`src/rtl/mux_rr_arbiter.sv`:
```
// ----------------------------------------------------------------------------
// mux_rr_arbiter
//
// Selects one of N_CH valid/ready input channels and forwards its word through
// a single registered output stage. The selection policy is either fixed
// priority (MODE = 0, lowest index wins) or round-robin (MODE = 1, scanning
// starts at a pointer that moves to one past the last granted channel).
//
// The output stage is a one-entry pipeline register. It accepts a new word
// whenever it is empty or being drained in the same cycle, so back-to-back
// transfers run at one word per clock.
//
// Ports
//   clk        in   rising-edge clock
//   rst_n      in   asynchronous active-low reset
//   in_data    in   N_CH*WIDTH packed channel data, channel k at [k*WIDTH +: WIDTH]
//   in_valid   in   N_CH per-channel valid
//   in_ready   out  N_CH per-channel ready, one-hot or zero
//   out_data   out  WIDTH registered data of the granted channel
//   out_sel    out  SELW index of the channel that supplied out_data
//   out_valid  out  registered output valid
//   out_ready  in   downstream ready
// ----------------------------------------------------------------------------
module mux_rr_arbiter #(
  parameter  int N_CH  = 4,
  parameter  int WIDTH = 8,
  parameter  int MODE  = 1,
  localparam int SELW  = (N_CH > 2) ? $clog2(N_CH) : 1
) (
  input  logic                    clk,
  input  logic                    rst_n,
  input  logic [N_CH*WIDTH-1:0]   in_data,
  input  logic [N_CH-1:0]         in_valid,
  output logic [N_CH-1:0]         in_ready,
  output logic [WIDTH-1:0]        out_data,
  output logic [SELW-1:0]         out_sel,
  output logic                    out_valid,
  input  logic                    out_ready
);

  // --------------------------------------------------------------------------
  // State
  // --------------------------------------------------------------------------
  logic [WIDTH-1:0] out_data_q,  out_data_d;
  logic [SELW-1:0]  out_sel_q,   out_sel_d;
  logic             out_valid_q, out_valid_d;
  logic [SELW-1:0]  ptr_q,       ptr_d;

  // --------------------------------------------------------------------------
  // Grant computation
  // --------------------------------------------------------------------------
  logic             accept;
  logic             xfer;
  logic [SELW-1:0]  scan_base;
  logic [N_CH-1:0]  upper_mask;
  logic [N_CH-1:0]  upper_req;
  logic [N_CH-1:0]  pick_req;
  logic [N_CH-1:0]  grant_oh;
  logic [SELW-1:0]  grant_idx;
  logic [WIDTH-1:0] grant_data;

  // The output register can take a word when it is empty or emptying now.
  assign accept = !out_valid_q || out_ready;

  // NOTE: every signal written in an always_comb gets a default at the top of
  // the block; a path that leaves one unassigned would infer a latch.
  always_comb begin
    scan_base  = (MODE == 1) ? ptr_q : '0;
    upper_mask = '0;
    grant_oh   = '0;
    grant_idx  = '0;
    grant_data = '0;

    // Round-robin as a two-pass priority search: channels at or above the
    // pointer are tried first; if none of them is valid, the search wraps to
    // the full request vector, whose lowest set bit is then below the pointer.
    for (int j = 0; j < N_CH; j++) begin
      upper_mask[j] = (j >= int'(scan_base));
    end
    upper_req = in_valid & upper_mask;
    pick_req  = (|upper_req) ? upper_req : in_valid;

    // Descending scan so the lowest set bit is the last one written.
    for (int j = N_CH - 1; j >= 0; j--) begin
      if (pick_req[j]) begin
        grant_oh    = '0;
        grant_oh[j] = 1'b1;
        grant_idx   = SELW'(j);
        grant_data  = in_data[j*WIDTH +: WIDTH];
      end
    end
  end

  assign in_ready = accept ? grant_oh : '0;
  assign xfer     = accept && (|in_valid);

  // --------------------------------------------------------------------------
  // Next-state logic
  // --------------------------------------------------------------------------
  always_comb begin
    out_data_d  = out_data_q;
    out_sel_d   = out_sel_q;
    out_valid_d = out_valid_q;
    ptr_d       = ptr_q;

    if (xfer) begin
      // Load and drain may coincide: the new word replaces the departing one.
      out_data_d  = grant_data;
      out_sel_d   = grant_idx;
      out_valid_d = 1'b1;
      if (MODE == 1) begin
        // Explicit wrap keeps ptr inside 0..N_CH-1 for non-power-of-two N_CH.
        ptr_d = (grant_idx == SELW'(N_CH - 1)) ? '0 : grant_idx + 1'b1;
      end
    end else if (out_valid_q && out_ready) begin
      // Drained with nothing to replace it; data and index are left as-is.
      out_valid_d = 1'b0;
    end
  end

  // --------------------------------------------------------------------------
  // Registers
  // --------------------------------------------------------------------------
  // NOTE: sequential state uses non-blocking assignments so every flop samples
  // its _d value from before the edge, independent of statement order.
  always_ff @(posedge clk or negedge rst_n) begin
    if (!rst_n) begin
      out_data_q  <= '0;
      out_sel_q   <= '0;
      out_valid_q <= 1'b0;
      ptr_q       <= '0;
    end else begin
      out_data_q  <= out_data_d;
      out_sel_q   <= out_sel_d;
      out_valid_q <= out_valid_d;
      ptr_q       <= ptr_d;
    end
  end

  assign out_data  = out_data_q;
  assign out_sel   = out_sel_q;
  assign out_valid = out_valid_q;

endmodule

```
`config.mk`:
```
export PLATFORM = sky130hd
export DESIGN_NAME = mux_rr_arbiter
export DESIGN_NICKNAME = d
export VERILOG_FILES = /design/src/rtl/mux_rr_arbiter.sv
export SDC_FILE = /design/constraint.sdc
export NUM_CORES = 1
export LEC_CHECK = 0
export BUFFER_PORTS_ARGS = -buffer_cell sky130_fd_sc_hd__buf_2
export CAP_MARGIN = 20
export CORE_MARGIN = 2
export CORE_UTILIZATION = 30
export CTS_CLUSTER_SIZE = 12
export DETAILED_ROUTE_END_ITERATION = 10
export GPL_TIMING_DRIVEN = 0
export HOLD_SLACK_MARGIN = 0.05
export PLACE_DENSITY = 0.68
export SYNTH_ARGS = -nofsm -noshare
export SYNTH_HDL_FRONTEND = slang
export SYNTH_SLANG_ARGS = --single-unit
```
`constraint.sdc`:
```
create_clock -name clk -period 2 [get_ports clk]
set_input_delay 0.2 -clock clk [delete_from_list [all_inputs] [get_ports clk]]
set_output_delay 0.2 -clock clk [all_outputs]
set_load 0.01 [all_outputs]
```
==> flow_results.org <==
** Outcome
- Result of the run :: finished, final reports clean

** Die
- Horizontal die dimension :: 57.4 um
- Total die area :: 0.00330 mm2
- Top-level I/O count :: 54
- Core Footprint :: 0.00273 mm2
- Starting utilization of the core area :: 0.313
- # rows :: 19
- Vertical die dimension :: 57.4 um

** Pwr
- Pwr dens :: 756 mW/mm2
- Static Leakage :: 0.000591 uW
- The completed layout was analyzed and its total power is 967 uW.
- Worst IR Drop VDD :: 0.401 mV

** STA
- In the finished design, the share of the clock period the worst path needs comes to 0.982.
- Headroom to the max-slew limit came out at 0.566.
- In the final timing run, aggregate negative setup slack is 0 ns.
- Setup repair after global routing missed its margin :: true
- Worst Max-Slew Pin Slew :: 0.649 ns
- Hold timing on the final database bottoms out at a slack of 0.225 ns.
- Maximum clock rate :: 509 MHz
- The hold violation count in the final report is 0.
- Minimum clock period after layout :: 1.96 ns
- Setup violations remaining at the end of the flow were counted as 0.
- Max Slew Vio Count :: 0
- For the final database, setup skew stands at 0.0103 ns.

** Worst setup path
- Data required time at the worst endpoint :: 1.80 ns
- Crit path buffers/inverters :: 1
- The worst setup path is captured at an output port.
- Maximum single-stage delay on the critical path :: 0.44 ns
- Arrival time reported for the critical path endpoint :: 1.76 ns
- Along the worst path, the maximum fanout reaches 7.
- The critical path in this run is classified as reg2out.
- Cell class contributing the biggest share of worst-path delay :: simple AND/OR/NAND/NOR gates
- Cell breakdown of the critical path :: and2_4 > o311a_4 > nor4b_4 > buf_2
- Element type at the critical path start :: register
- For this design, the slowest cell found on the critical path is dfrtp_2.

** Cells and area
- In the final layout, the share of cells above drive strength 1 is 0.523.
- Commonest non-fill, non-tap cell in the layout :: buf_2
- Number of nets in the final layout :: 193
- Diodes inserted :: 0
- In the layout the commonest cells are 54 x buf_2, 16 x a21oi_1, 14 x nor2_1, 11 x dfrtp_1, 10 x o211ai_1.
- From synthesis to final layout, the design area changed by 49.6%.
- Once layout is done, the placed cells without fillers occupy 0.00128 mm2.

** Logic synthesis
- Number of flops mapped to enable cells by yosys :: 0
- Post-synth top area share :: 0.380
- Ranking of synthesized cells by area :: dfrtp_1 38%, a21oi_1 9.4%, a221o_1 9.4%
- Synth Flop Type :: dfrtp_1
- dfrtp_1 takes more of the synthesized area than any other cell.
- YS warnings :: 0
- For this run, asynchronously set or reset flops after synthesis account for 1.00.
- FF+latch count, synth :: 13
- After synthesis, the netlist uses 25 different library cells.
- Mapped Area :: 856 um2
- The number of nets in the synthesized netlist is 128.
- Synthesized area per cell :: 9.62 um2
- Instance count of the mapped netlist :: 89
- The share of the Yosys chip area taken by registers is 0.380.

** Detailed routing
- Summed over all layers, the routed wires come to 2.97 mm.
- The detailed router put a total of 1.22 mm of wire on met1.
- Dividing the detail-routed wire length by the instance count gives 16.1 um.
- Number of DRC violations after detailed-routing iteration 0 :: 39
- Remaining routing DRC violations :: 0
- Met3 wirelength from detailed routing :: 177 um
- Max Used Layer :: met4
- Antenna Nets Post-Route :: 0
- Vias per cell :: 5.58
- First-pass DRT Iterations :: 4
- Total vias in the final route :: 1026
- Routed wire length on met2 :: 1.52 mm

** GRT
- Largest net degree at the start of global routing :: 14
- Wire length of the first global-routing pass :: 4.77 mm
- The via count of the first global-routing pass was 1012.
- Overall routing resource usage :: 0.184
- Number of antenna violations at the first check in global routing :: 0
- After global routing the overflow that remains totals 0.

** CTS
- The tree built by TritonCTS fans out to 13 sinks.
- Root buffer cell :: clkbuf_4
- Source-to-sink clock delay at the later pin of the worst-skew pair :: 0.28 ns
- Inserted Clock Buffers :: 3
- Clock tree buffer depth :: 2
- Clock slew at the register clock pins of the worst setup and hold paths :: 0.10 ns
- CTS tree :: done
- In this run the number of H-tree levels came out at 1.

** Placed design
- Detailed placement ended at an HPWL of 2.11 mm.
- At the end of routability-driven placement, the weighted congestion stood at 0.828.
- Placed Instance Area :: 0.00116 mm2
- Number of I/O port buffers :: 53

** Worst hold path
- Path category of the worst min-delay check :: in2reg

** Run
- Number of maximum-capacitance constraint violations :: 0
-- report_power, final --
part / internal [uW] / switching (uW) / total, uW / leakage (uW)
clock network: 77.2 / 97.9 / 175 / 0.0000150
logic: 206 / 234 / 440 / 0.000431
registers: 317 / 35.4 / 352 / 0.000145
total: 600 / 368 / 967 / 0.000591
-- worst paths after layout --
path / start / end / slack (ns) / cells past startpoint
worst max-delay path: ptr_q[0] / in_ready[2] / 0.04 / 4
worst min register to register: out_sel[1] / out_sel[1] / 0.50 / 2
min in group asynchronous: rst_n / out_valid / 0.33 / 2
worst max register to register: out_valid / out_data[2] / 0.25 / 5
worst min-delay path: in_data[1] / out_data[1] / 0.22 / 3
max in group asynchronous: rst_n / ptr_q[1] / 1.40 / 2
-- stage by stage --
stage          setup slack [ns]  utilization  cells
6_report                 0.0364        0.468    184
5_1_grt                 -0.0419        0.468    184
4_1_cts                  0.0227        0.443    180
3_5_place_dp              0.198        0.424    173
3_3_place_gp              0.215        0.424    173
2_1_floorplan             0.334            -     89
-- cell type report --
class | instances | area (um2)
Buffer | 2 | 8.76
Timing Repair Buffer | 62 | 335
Clock buffer | 4 | 26.3
Fill cell | 268 | 1450
Multi-Input combinational cell | 71 | 539
Tap cell | 31 | 38.8
Inverter | 1 | 3.75
Sequential cell | 13 | 328
-- worst reg2reg max path, delay by kind of cell, from the launching register on --
kind	cells	cell delay [ns]
flops	1	0.35
buf+inv	1	0.31
simple gates	3	0.90
compound gates	1	0.06
-- layer usage --
layer / vias to the layer above / GRT usage
li1: 482 / -
met4: 0 / 0.0565
met2: 43 / 0.313
met5: - / 0
met1: 497 / 0.239
met3: 4 / 0.0272
-- kinds of logic after synthesis --
logic type,after synthesis,share of synthesized area
AO/OA/AOI/OAI,45,0.420
AND/OR/NAND/NOR,26,0.159
flip-flops,13,0.380
buffers and inverters,5,0.0409
-- cell usage after synthesis, drive strengths merged (2+ instances only) --
cell	number
nand2	4
a221o	8
nor4b	2
a21oi	17
o211ai	10
buf	3
o21ai	3
nor2	14
a21boi	2
dfrtp	13
-- timing repair --
action                                  4_1_cts  5_1_grt
endpoints found under the hold margin        13        0
buffers inserted                              3        5
pin swaps                                     0        4
endpoints found under the setup margin        3        4
gates resized for setup                       2        7
hold buffers                                  1        0
-- state kept, by name, summed over array words and instances, names as in the netlist --
| signal | flops |
|---|---|
| ptr_q | 2 |
| out_sel | 2 |
| out_data | 8 |
| out_valid | 1 |
(Power assumes the default switching activity.)
